===== config.mk =====
export PLATFORM = sky130hd
export DESIGN_NAME = exu_mdu_stage
export DESIGN_NICKNAME = d
export VERILOG_FILES = /design/src/rtl/exu_mdu_stage.sv
export SDC_FILE = /design/constraint.sdc
export NUM_CORES = 1
export LEC_CHECK = 0
export ABC_AREA = 0
export CAP_MARGIN = 25
export CORE_UTILIZATION = 42
export CTS_CLUSTER_SIZE = 25
export DETAILED_ROUTE_END_ITERATION = 10
export PLACE_DENSITY_LB_ADDON = 0.08
export SLEW_MARGIN = 25
export SYNTH_ARGS = -nofsm -noshare
export SYNTH_HDL_FRONTEND = slang
export SYNTH_SLANG_ARGS = --single-unit

===== constraint.sdc =====
create_clock -name clk -period 5.85 [get_ports clk]
set_input_delay 1.17 -clock clk [delete_from_list [all_inputs] [get_ports clk]]
set_output_delay 1.17 -clock clk [all_outputs]
set_load 0.05 [all_outputs]

===== src/rtl/exu_mdu_stage.sv =====
// exu_mdu_stage: execute stage between IDU and LSU.
// Single-cycle ALU and compare ops complete in one cycle. When the macro
// EXU_M_EXT_EN is defined, RV32M-style multiply/divide ops run iteratively
// (one bit per cycle). Without it, M op codes are reported as illegal.
// Each result lands in a registered output slot with a valid/ready
// handshake, and an opaque sideband tag travels with every op.
module exu_mdu_stage #(
    parameter int XLEN  = 32,
    parameter int TAG_W = 48,
    parameter int OP_W  = 5
) (
    input  logic             clk,
    input  logic             rst,
    input  logic             i_pre_valid,
    output logic             o_pre_ready,
    output logic             o_post_valid,
    input  logic             i_post_ready,
    input  logic [OP_W-1:0]  i_op,
    input  logic [XLEN-1:0]  i_src1,
    input  logic [XLEN-1:0]  i_src2,
    input  logic [TAG_W-1:0] i_tag,
    output logic [XLEN-1:0]  o_res,
    output logic [TAG_W-1:0] o_tag,
    output logic             o_illegal,
    output logic             o_busy
);
    localparam int SH_W = $clog2(XLEN);

    logic [SH_W-1:0]  shamt_s;
    logic [XLEN-1:0]  alu_res_s;
    logic             alu_ill_s;
    logic             is_m_s;
    logic             idle_s;
    logic             accept_s;
    logic             take_s;
    logic             done_s;
    logic [XLEN-1:0]  m_res_s;
    logic [TAG_W-1:0] m_tag_s;

    logic             valid_q, valid_d;
    logic [XLEN-1:0]  res_q, res_d;
    logic [TAG_W-1:0] tag_q, tag_d;
    logic             ill_q, ill_d;

    assign shamt_s     = i_src2[SH_W-1:0];
    assign o_pre_ready = idle_s && (!valid_q || i_post_ready);
    assign accept_s    = i_pre_valid && o_pre_ready;
    assign take_s      = valid_q && i_post_ready;

    // Single-cycle ALU/compare result and op classification
    always_comb begin
        alu_res_s = '0;
        alu_ill_s = 1'b0;
        is_m_s    = 1'b0;
        case (i_op)
            5'd0:  alu_res_s = i_src1 + i_src2;
            5'd1:  alu_res_s = i_src1 - i_src2;
            5'd2:  alu_res_s = i_src1 << shamt_s;
            5'd3:  alu_res_s = i_src1 ^ i_src2;
            5'd4:  alu_res_s = i_src1 >> shamt_s;
            5'd5:  alu_res_s = $signed(i_src1) >>> shamt_s;
            5'd6:  alu_res_s = i_src1 | i_src2;
            5'd7:  alu_res_s = i_src1 & i_src2;
            5'd8:  alu_res_s[0] = (i_src1 == i_src2);
            5'd9:  alu_res_s[0] = (i_src1 != i_src2);
            5'd10: alu_res_s[0] = ($signed(i_src1) < $signed(i_src2));
            5'd11: alu_res_s[0] = ($signed(i_src1) >= $signed(i_src2));
            5'd12: alu_res_s[0] = (i_src1 < i_src2);
            5'd13: alu_res_s[0] = (i_src1 >= i_src2);
`ifdef EXU_M_EXT_EN
            5'd16, 5'd17, 5'd18, 5'd19,
            5'd20, 5'd21, 5'd22, 5'd23: is_m_s = 1'b1;
`endif
            default: alu_ill_s = 1'b1;
        endcase
    end

`ifdef EXU_M_EXT_EN
    localparam int CNT_W = $clog2(XLEN + 1);

    typedef enum logic {ST_IDLE = 1'b0, ST_CALC = 1'b1} state_t;

    state_t             state_q, state_d;
    logic [CNT_W-1:0]   cnt_q, cnt_d;
    logic [2:0]         mop_q, mop_d;
    logic               a_neg_q, a_neg_d, b_neg_q, b_neg_d, dz_q, dz_d;
    logic [XLEN-1:0]    src1_q, src1_d, mcand_q, mcand_d;
    logic [XLEN-1:0]    p_hi_q, p_hi_d, p_lo_q, p_lo_d;
    logic [TAG_W-1:0]   mtag_q, mtag_d;

    logic               a_sgn_s, b_sgn_s, a_neg_s, b_neg_s;
    logic [XLEN-1:0]    a_mag_s, b_mag_s, step_hi_s, step_lo_s, quo_s, rem_s;
    logic [XLEN:0]      mul_sum_s, div_shift_s, div_diff_s;
    logic [2*XLEN-1:0]  prod_s;

    assign idle_s  = (state_q == ST_IDLE);
    assign o_busy  = (state_q == ST_CALC);
    assign m_tag_s = mtag_q;

    // Operand signedness and magnitudes of the op currently offered
    always_comb begin
        a_sgn_s = 1'b1;
        b_sgn_s = 1'b1;
        case (i_op[2:0])
            3'd2:             b_sgn_s = 1'b0;
            3'd3, 3'd5, 3'd7: begin a_sgn_s = 1'b0; b_sgn_s = 1'b0; end
            default:          a_sgn_s = 1'b1;
        endcase
        a_neg_s = a_sgn_s && i_src1[XLEN-1];
        b_neg_s = b_sgn_s && i_src2[XLEN-1];
        a_mag_s = a_neg_s ? (-i_src1) : i_src1;
        b_mag_s = b_neg_s ? (-i_src2) : i_src2;
    end

    // One iteration (shift-add or restoring subtract) and final sign fix-up
    always_comb begin
        mul_sum_s   = {1'b0, p_hi_q} + (p_lo_q[0] ? {1'b0, mcand_q} : {(XLEN+1){1'b0}});
        div_shift_s = {p_hi_q, p_lo_q[XLEN-1]};
        div_diff_s  = div_shift_s - {1'b0, mcand_q};
        if (mop_q[2]) begin
            // A set top bit of the difference means the subtract borrowed.
            if (!div_diff_s[XLEN]) begin
                step_hi_s = div_diff_s[XLEN-1:0];
                step_lo_s = {p_lo_q[XLEN-2:0], 1'b1};
            end else begin
                step_hi_s = div_shift_s[XLEN-1:0];
                step_lo_s = {p_lo_q[XLEN-2:0], 1'b0};
            end
        end else begin
            step_hi_s = mul_sum_s[XLEN:1];
            step_lo_s = {mul_sum_s[0], p_lo_q[XLEN-1:1]};
        end
        prod_s = {step_hi_s, step_lo_s};
        quo_s  = step_lo_s;
        rem_s  = step_hi_s;
        if (a_neg_q ^ b_neg_q) begin
            prod_s = -prod_s;
            quo_s  = -quo_s;
        end else begin
            prod_s = {step_hi_s, step_lo_s};
        end
        if (a_neg_q) begin
            rem_s = -rem_s;
        end else begin
            rem_s = step_hi_s;
        end
        // Signed overflow falls out of the magnitude path naturally;
        // only divide-by-zero needs an override.
        if (dz_q) begin
            quo_s = '1;
            rem_s = src1_q;
        end else begin
            quo_s = quo_s;
        end
        case (mop_q)
            3'd0:             m_res_s = prod_s[XLEN-1:0];
            3'd1, 3'd2, 3'd3: m_res_s = prod_s[2*XLEN-1:XLEN];
            3'd4, 3'd5:       m_res_s = quo_s;
            default:          m_res_s = rem_s;
        endcase
    end

    // IDLE/CALC sequencing, operand latch and iteration counter
    always_comb begin
        state_d = state_q;
        cnt_d   = cnt_q;
        mop_d   = mop_q;
        a_neg_d = a_neg_q;
        b_neg_d = b_neg_q;
        dz_d    = dz_q;
        src1_d  = src1_q;
        mcand_d = mcand_q;
        p_hi_d  = p_hi_q;
        p_lo_d  = p_lo_q;
        mtag_d  = mtag_q;
        done_s  = 1'b0;
        case (state_q)
            ST_IDLE: begin
                if (accept_s && is_m_s) begin
                    state_d = ST_CALC;
                    cnt_d   = CNT_W'(XLEN);
                    mop_d   = i_op[2:0];
                    a_neg_d = a_neg_s;
                    b_neg_d = b_neg_s;
                    dz_d    = i_op[2] && (i_src2 == '0);
                    src1_d  = i_src1;
                    mtag_d  = i_tag;
                    p_hi_d  = '0;
                    // Divide: dividend shifts out of p_lo; multiply: multiplier does.
                    p_lo_d  = i_op[2] ? a_mag_s : b_mag_s;
                    mcand_d = i_op[2] ? b_mag_s : a_mag_s;
                end else begin
                    state_d = ST_IDLE;
                end
            end
            ST_CALC: begin
                p_hi_d = step_hi_s;
                p_lo_d = step_lo_s;
                cnt_d  = cnt_q - {{(CNT_W-1){1'b0}}, 1'b1};
                if (cnt_q == {{(CNT_W-1){1'b0}}, 1'b1}) begin
                    done_s  = 1'b1;
                    state_d = ST_IDLE;
                end else begin
                    state_d = ST_CALC;
                end
            end
            default: state_d = ST_IDLE;
        endcase
    end

    // Multiply/divide state registers
    always_ff @(posedge clk) begin
        if (rst) begin
            state_q <= ST_IDLE;
            cnt_q   <= '0;
            mop_q   <= '0;
            a_neg_q <= 1'b0;
            b_neg_q <= 1'b0;
            dz_q    <= 1'b0;
            src1_q  <= '0;
            mcand_q <= '0;
            p_hi_q  <= '0;
            p_lo_q  <= '0;
            mtag_q  <= '0;
        end else begin
            state_q <= state_d;
            cnt_q   <= cnt_d;
            mop_q   <= mop_d;
            a_neg_q <= a_neg_d;
            b_neg_q <= b_neg_d;
            dz_q    <= dz_d;
            src1_q  <= src1_d;
            mcand_q <= mcand_d;
            p_hi_q  <= p_hi_d;
            p_lo_q  <= p_lo_d;
            mtag_q  <= mtag_d;
        end
    end
`else
    assign idle_s  = 1'b1;
    assign o_busy  = 1'b0;
    assign done_s  = 1'b0;
    assign m_res_s = '0;
    assign m_tag_s = '0;
`endif

    // Output slot: load on completion, clear on a take with no new load
    always_comb begin
        valid_d = valid_q;
        res_d   = res_q;
        tag_d   = tag_q;
        ill_d   = ill_q;
        if (done_s) begin
            valid_d = 1'b1;
            res_d   = m_res_s;
            tag_d   = m_tag_s;
            ill_d   = 1'b0;
        end else if (accept_s && !is_m_s) begin
            valid_d = 1'b1;
            res_d   = alu_res_s;
            tag_d   = i_tag;
            ill_d   = alu_ill_s;
        end else if (take_s) begin
            valid_d = 1'b0;
        end else begin
            valid_d = valid_q;
        end
    end

    // Output slot registers
    always_ff @(posedge clk) begin
        if (rst) begin
            valid_q <= 1'b0;
            res_q   <= '0;
            tag_q   <= '0;
            ill_q   <= 1'b0;
        end else begin
            valid_q <= valid_d;
            res_q   <= res_d;
            tag_q   <= tag_d;
            ill_q   <= ill_d;
        end
    end

    assign o_post_valid = valid_q;
    assign o_res        = res_q;
    assign o_tag        = tag_q;
    assign o_illegal    = ill_q;

endmodule


Word level (Yosys, flattened, before mapping)
Cells that the tools add are included.

word-level totals
  flip-flop bits (word level) = 82
  bits of input ports = 121
  output and inout bits = 84
  logic and storage cells = 43

operators by class
  add/subtract/negate cells = 2
  $lt $le $gt $ge = 4
  eq/ne operators = 15
  shift-type cells = 3
  mux-type cells = 5
  bitwise operators = 3
  reductions and logical operators = 7

operators by type and width
  operator              count
  $pmux W31 S8          1
  $ge A32 B32 Y1        2
  $lt A32 B32 Y1        2
  $add A32 B32 Y32      1
  $and A32 B32 Y32      1
  $eq A32 B32 Y1        1
  $ne A32 B32 Y1        1
  $or A32 B32 Y32       1
  $shl A32 B5 Y32       1
  $shr A32 B5 Y32       1
  $sshr A32 B5 Y32      1
  $sub A32 B32 Y32      1
  $xor A32 B32 Y32      1
  $eq A5 B4 Y1 const B  6
  $eq A5 B3 Y1 const B  4
  $pmux W1 S14          1
  $reduce_or A14 Y1     1
  $eq A5 B2 Y1 const B  2
  $eq A5 B1 Y1 const B  1
  $logic_not A5 Y1      1
  $mux W1               3
  $logic_and A1 B1 Y1   2
  $reduce_bool A2 Y1    1
  $logic_not A1 Y1      1
  $logic_or A1 B1 Y1    1

Logic depth before layout (Yosys ltp)
Gate-level depths: netlist of the first run.

  word-level depth = 4
  gate-level depth with buffers = 16
  mapped depth without buffers = 13

Least setup slack after synthesis of the first run
OpenSTA, ideal clock, no wires.

  path type = input port to flip-flop
  start = in i_src2[2]
  end = reg res_q[0], in the netlist o_res[0]
  library setup time = 0.116 ns
  arrival time = 4.527 ns
  required time = 5.734 ns
  setup slack = 1.207 ns
  stages on the path = 16
  path buffers = 5
  path through = buf_2 inv_1 buf_4 buf_2 buf_1 ha_1 buf_4 nor2b_1 o311ai_1 a21oi_2 a21oi_4 o221a_4 o22ai_1 or4_1 or4_1 o211a_1

between the ends
  cells in the longest elaborated chain, start to end = 2
  elaborated cells between the ends (all ways) = 10
  those cells by class = order compare: 4; eq/ne: 2; shift: 3; mux: 1

ends and longest elaborated chain
  element                                 line  text
  start: declaration                      20    input logic [XLEN-1:0] i_src2,
  $ge A32 B32 Y1 (tied with other cells)  69    5'd13: alu_res_s[0] = (i_src1 >= i_src2);
  $pmux W1 S14 (*)                        55    case (i_op)
  end signal: assignment                  279   res_q <= res_d;
  end: declaration                        41    logic [XLEN-1:0] res_q, res_d;

Mark *: on every way between the ends. The rest lies on a longest branch, timed or not.
A chain may end at the register's enable or synchronous reset.

Final worst setup path of the first run
  start = in i_src1[0]
  end = reg res_q[0], in the netlist o_res[0]

between the ends
  cells in the longest elaborated chain, start to end = 2
  elaborated cells between the ends (all ways) = 15
  those cells by class = add/sub: 2; order compare: 4; eq/ne: 2; shift: 3; mux: 1; bitwise: 3

ends and longest elaborated chain
  element                                   line  text
  start: declaration                        19    input logic [XLEN-1:0] i_src1,
  $sub A32 B32 Y32 (tied with other cells)  57    5'd1: alu_res_s = i_src1 - i_src2;
  $pmux W1 S14 (*)                          55

Marked as above.

==> results of run 1 <==
-- through the flow --
| stage | hold slack (ns) | power (mW) | instance area (um2) |
|---|---|---|---|
| finish | 0.453 | 2.33 | 14400 |
| global route | 0.468 | 2.44 | 14400 |
| CTS | 0.456 | 2.32 | 14400 |
| detailed placement | 0.445 | 1.73 | 14100 |
| global placement | 0.439 | 1.72 | 14100 |
| floorplan | 0.667 | 1.33 | 11800 |
-- state kept, by name, summed over array words and instances (netlist names) --
register,count
o_res,32
o_illegal,1
o_post_valid,1
o_tag,48
-- layout by cell type, fill, tap and decap left out, types with 9 or more instances in the layout --
cell / instances
nor3_1: 34
o22ai_1: 16
o21bai_1: 13
ha_1: 100
a22oi_1: 10
nor4_1: 10
nand4_1: 9
dfxtp_1: 82
inv_1: 97
buf_4: 61
nor2b_1: 9
nand3_1: 34
nand2_1: 212
o31ai_1: 19
o211ai_1: 14
and3_1: 11
clkbuf_16: 9
xnor2_1: 11
a21oi_1: 186
a31oi_1: 18
clkdlybuf4s50_1: 198
a211oi_1: 29
o21ai_0: 97
mux4_2: 59
a221oi_1: 26
mux2i_1: 32
a21o_1: 15
nor2_1: 150
mux4_1: 9
or2_2: 10
or3_1: 17
-- logic make-up (layout without fill, tap and decap cells) --
kind of cell	after synthesis	in the layout	synth area share
AO/OA/AOI/OAI	532	532	0.292
AND/OR/NAND/NOR	530	530	0.200
buffers and inverters	225	379	0.0836
multiplexers	107	107	0.167
adder cells (fa/ha/maj)	102	102	0.110
flip-flops	82	82	0.140
XOR/XNOR	11	11	0.00819
other	1	1	0.000319
-- where the power goes --
group	switching [mW]	leakage [nW]	total, mW	internal [mW]
sequential	0.0129	0.671	0.597	0.584
combinational	0.708	4.89	1.14	0.435
clock	0.293	0.126	0.586	0.293
total	1.01	5.69	2.33	1.31
-- layout make-up --
| type | instances | share of cell area |
|---|---|---|
| clock buffer | 10 | 0.0159 |
| clock inverter | 6 | 0.00340 |
| inverter | 100 | 0.0261 |
| multi-input combinational | 1283 | 0.637 |
| sequential | 82 | 0.114 |
| tap | 372 | 0.0324 |
| timing repair buffer | 263 | 0.171 |
-- final timing paths --
| path | slack [ns] | to | cells past startpoint | start |
|---|---|---|---|---|
| max | 1.01 | o_res[0] | 14 | i_src1[0] |
| min reg2reg | 0.45 | o_res[23] | 2 | o_res[23] |
| max reg2reg | 2.97 | o_res[0] | 9 | o_post_valid |
| min | 0.45 | o_res[23] | 2 | o_res[23] |
-- routing by layer --
layer,global-route usage,vias to the layer above,routed length [um]
li1,-,6170,-
met1,0.481,6290,21400
met2,0.528,832,21700
met3,0.0623,133,5020
met4,0.210,0,3310
met5,0,-,0
-- worst register-to-register path: cells and delay by family (launching register included) --
family | cells | cell delay (ns)
AO/OA/AOI/OAI | 4 | 1.00
AND/OR/NAND/NOR | 4 | 0.99
buffers and inverters | 1 | 0.49
flip-flops | 1 | 0.31
==> results by group, run 1 <==
Status
  • Outcome: finished clean

Critical path
  • CP arrival: 5.09 ns
  • Req. time, crit path: 6.11 ns
  • CP top delay family: compound AO/OA/AOI/OAI gates
  • CP max FO: 8
  • Critical path type: primary input to flop
  • Crit path max-delay cell type: clkdlybuf4s50_1
  • Startpoint Class: primary input
  • CP Capture Type: flop
  • WP buf/inv: 3
  • CP Cell Sequence: clkdlybuf4s50_1 -> inv_1 -> ha_1 -> inv_1 -> fa_1 -> nor2b_1 -> o311ai_1 -> a21oi_2 -> a21oi_4 -> o221a_4 -> o22ai_1 -> or4_1 -> or4_1 -> o211a_1
  • Largest stage delay, worst path: 0.56 ns

Clock tree
  • Clock net sink count: 82
  • Worst-skew pair later-pin latency: 0.37 ns
  • Post-CTS sizing: 0
  • CTS Root Buffer Type: clkbuf_16
  • Cts hold-fix bufs: 0
  • CTS H-tree lvls: 3
  • Setup repair bufs after CTS: 0
  • TritonCTS buffer count: 9
  • Clock buffer depth: 2
  • Clock transition at path regs: 0.08 ns
  • CTS tree: done

Global route
  • First-pass GRT wire length: 76700 um
  • Largest net degree at the start of global routing: 72
  • GRT Total Usage: 0.355
  • Initial antenna violation count: 0
  • Grt ovf: 0
  • Vias in the first global route: 12305

Timing
  • Clock Skews: 0.0116 ns
  • Setup repair after global routing missed its margin: false
  • Final Hold Fails: 0
  • Worst-margin pin slew: 1.01 ns
  • Slew headroom: 0.317
  • FMAX: 0.207 GHz
  • Setup WS post-layout: 1.01 ns
  • Fin crit share: 0.827
  • Endpoints failing setup: 0
  • Final setup TNS: 0 ns
  • Final Max Tran Viols: 0
  • Min Clock Period, post-route: 4.84 ns

Route
  • Post-Route WL: 51400 um
  • Avg WL per Cell: 24.3 um
  • DR vias: 13425
  • Initial DRC Count: 1612
  • Via-to-Cell Ratio: 6.34
  • Detailed Routing Iterations Pass 1: 6
  • Final ANT Viol Nets: 0
  • DRC Markers: 0

Place
  • Detailed-placement wirelength estimate: 38700 um
  • IO Port Bufs: 203
  • Dpl ws: 0.722 ns
  • Placed Cells: 2100
  • RD Place Congestion: 1.03

Logic synthesis
  • Area leader, netlist: dfxtp_1
  • Post-synthesis cell count: 1590
  • Post-synthesis register bit count: 82
  • Async SR Flop Fraction: 0
  • Synth warn: 0
  • EDFF count, synth: 0
  • Synth top cells by count: nand2_1, a21oi_1, nor2_1
  • Ranking of synthesized cells by area: dfxtp_1, mux4_2, ha_1, a21oi_1, nand2_1
  • Average cell area after synthesis: 7.40 um2
  • Synthesized Nets: 1813
  • Most common cell in the netlist: nand2_1
  • Share of the synthesized area in the top cell type: 0.140
  • Seq/Total Area, Yosys: 0.140
  • Top FF cell, synth: dfxtp_1
  • Synth cell types: 81
  • Area of the mapped netlist: 0.0118 mm2

Floorplanning
  • Starting Density: 0.432
  • I/O pins: 205
  • Row count: 60
  • Die Y: 169 um
  • Area of the die: 0.0287 mm2
  • Die Span X: 169 um
  • Core Region: 0.0273 mm2

Layout
  • N_diodes: 0
  • Filler cells: 2701
  • Layout area overhead: 22.1%
  • Final net count: 1962
  • Layout Cells excl Fill: 2116
  • Fin util: 0.527
  • Multi-input gate area: 0.00915 mm2
  • Share of layout cells above drive strength 1: 0.103
  • Sequential cell area: 0.00164 mm2

Hold path
  • Worst hold path class: flop to flop

Power and ir drop
  • Leakage power: 5.69 nW
  • Power Dens Cells: 162 mW/mm2
  • IR drop worst, VDD: 0.107 mV

Job
  • Max cap viols: 0
Power figures use the tool's default switching activity.
==> run 2: changes to the inputs <==
==> constraint.sdc (replaced) <==
create_clock -name clk -period 4.2 [get_ports clk]
set_input_delay 0.84 -clock clk [delete_from_list [all_inputs] [get_ports clk]]
set_output_delay 0.84 -clock clk [all_outputs]
set_load 0.05 [all_outputs]
==> results by group, run 2 (synthesis gave the netlist of run 1 again) <==
Timing
  • Worst-margin pin slew: 1.01 ns (-0.00136 ns)
  • Slew headroom: 0.324 (+0.00733)
  • FMAX: 0.248 GHz
  • Setup WS post-layout: 0.162 ns (-0.852 ns)
  • Clock Skews: 0.0258 ns (+0.0142 ns)
  • Fin crit share: 0.961
  • Final Hold Fails: 0 (unchanged)
  • Min Clock Period, post-route: 4.04 ns
  • Final Max Tran Viols: 0 (unchanged)
  • Setup repair after global routing missed its margin: false
  • Hold Slack: 0.454 ns (+0.000729 ns)
  • Final setup TNS: 0 ns (unchanged)
  • Endpoints failing setup: 0 (unchanged)

Layout
  • Most frequent cells in the layout: nand2_1, clkdlybuf4s50_1, a21oi_1, buf_4, nor2_1
  • Final net count: 2091 (+6.6%)
  • Fin util: 0.566 (+0.0384)
  • Layout Cells excl Fill: 2245 (+6.1%)
  • Max FFs per register: 48 (unchanged)
  • Layout area overhead: 31.0%
  • N_diodes: 0 (unchanged)
  • Share of layout cells above drive strength 1: 0.165 (+0.0623)
  • Most common cell after layout, fill and taps aside: nand2_1

Power and ir drop
  • Sw frac: 0.432 (-0.00359)
  • Seq pwr share: 0.242 (-0.015)
  • IR drop worst, VDD: 0.150 mV (+40%)
  • Leakage power: 6.35 nW (+12%)
  • Pint: 1.95 mW (+49%)
  • Power Dens Cells: 223 mW/mm2 (+38%)
  • Comb pwr share: 0.509 (+0.018)
  • P_sw: 1.48 mW (+46%)
  • Clk pwr share: 0.249 (-0.003)

Floorplanning
  • Starting Density: 0.432 (unchanged)
  • I/O pins: 205 (unchanged)
  • Die Y: 169 um (unchanged)
  • Row count: 60 (unchanged)
  • Die Span X: 169 um (unchanged)
  • Area of the die: 0.0287 mm2 (unchanged)
  • Core Region: 0.0273 mm2 (unchanged)

Route
  • Via-to-Cell Ratio: 6.27 (-1.1%)
  • Avg WL per Cell: 23.9 um (-1.5%)
  • Detailed Routing Iterations Pass 1: 5 (-1)
  • Post-Route WL: 53700 um (+4.5%)
  • DRC Markers: 0 (unchanged)
  • DR vias: 14080 (+4.9%)
  • Initial DRC Count: 1515 (-6.0%)
  • Final ANT Viol Nets: 0 (unchanged)

Global route
  • First-pass GRT wire length: 80700 um (+5.2%)
  • GRT Total Usage: 0.372 (+0.0172)
  • Initial antenna violation count: 0 (unchanged)
  • Vias in the first global route: 13321 (+8.3%)
  • Largest net degree at the start of global routing: 62 (-14%)
  • Grt ovf: 0 (unchanged)

Place
  • RD Place Congestion: 1.05 (+2.8%)
  • Detailed-placement wirelength estimate: 42300 um (+9.3%)
  • IO Port Bufs: 203 (unchanged)
  • Dpl ws: -0.137 ns (-0.859 ns)
  • Placed Cells: 2229 (+6.1%)

Critical path
  • CP top delay family: simple AND/OR/NAND/NOR gates
  • Critical path type: primary input to flop
  • CP max FO: 2 (-6)
  • Crit path max-delay cell type: clkdlybuf4s50_1
  • CP arrival: 4.30 ns (-0.79 ns)
  • CP Cell Sequence: clkdlybuf4s50_1 -> inv_1 -> ha_1 -> or4_1 -> or3_1 -> nor3_1 -> mux2i_1 -> nor3_1 -> a211o_1 -> or4_1 -> o211a_1
  • Req. time, crit path: 4.46 ns (-1.65 ns)
  • WP buf/inv: 2 (-1)
  • R2R setup slack: 1.97 ns (-1.00 ns)
  • Largest stage delay, worst path: 0.54 ns (-0.02 ns)
  • CP Capture Type: flop
  • Startpoint Class: primary input

Clock tree
  • CTS tree: done
  • TritonCTS buffer count: 9 (unchanged)
  • Clock buffer depth: 2 (unchanged)
  • Worst-skew pair later-pin latency: 0.37 ns (about the same)
  • CTS H-tree lvls: 3 (unchanged)
  • CTS Root Buffer Type: clkbuf_16
  • Cts hold-fix bufs: 0 (unchanged)
  • Clock net sink count: 82 (unchanged)
  • Setup repair bufs after CTS: 0 (unchanged)
  • Clock transition at path regs: 0.08 ns (about the same)

Hold path
  • Worst hold path class: flop to flop

Status
  • Outcome: finished clean

Job
  • Max cap viols: 0 (unchanged)
## run 2: through the flow
step / cell area, um2 / power, mW
3_3_place_gp: 15100 / 2.55
4_1_cts: 15400 / 3.42
3_5_place_dp: 15100 / 2.55
6_report: 15400 / 3.43
2_1_floorplan: 11800 / 1.85
5_1_grt: 15400 / 3.60
## run 2: timing repair
action | 4_1_cts | 5_1_grt
resized for setup | 0 | 1
endpoints found under the hold margin | 0 | 0
setup endpoints to repair | 0 | 1
## run 2: final timing paths
path,endpoint,cells after the start,start
worst max-delay path,o_res[0],11,i_src2[27]
worst max register to register,o_res[0],8,o_post_valid
worst min-delay path,o_tag[8],2,o_tag[8]
worst min register to register,o_tag[8],2,o_tag[8]
## run 2: per-layer routing
layer  vias up  track usage  wire length [um]
met4         0        0.244              3960
met3       163       0.0639              4930
met2       845        0.567             22800
li1       6421            -                 -
met5         -            0                 0
met1      6651        0.486             22000
## run 2: worst min-delay path, stage by stage, from the launching register on
cell	delay, ns
dfxtp_1	0.31
nand2_1	0.05
a21oi_1	0.05
## run 2: cell type report
type | instances | area [um2]
fillers | 2622 | 11800
multi-input cells | 1283 | 9160
repair buffers | 392 | 3480
flip-flops and latches | 82 | 1640
well taps | 372 | 465
inverters | 100 | 375
clock buffers | 9 | 225
clock inverters | 7 | 73.8
## run 2: power groups by stage
stage          Sequential, mW  Combinational [mW]  Clock (mW)
2_1_floorplan           0.975               0.877           0
3_3_place_gp            0.848                1.70           0
3_5_place_dp            0.850                1.70           0
4_1_cts                 0.832                1.71       0.878
5_1_grt                 0.835                1.86       0.902
6_report                0.832                1.75       0.855
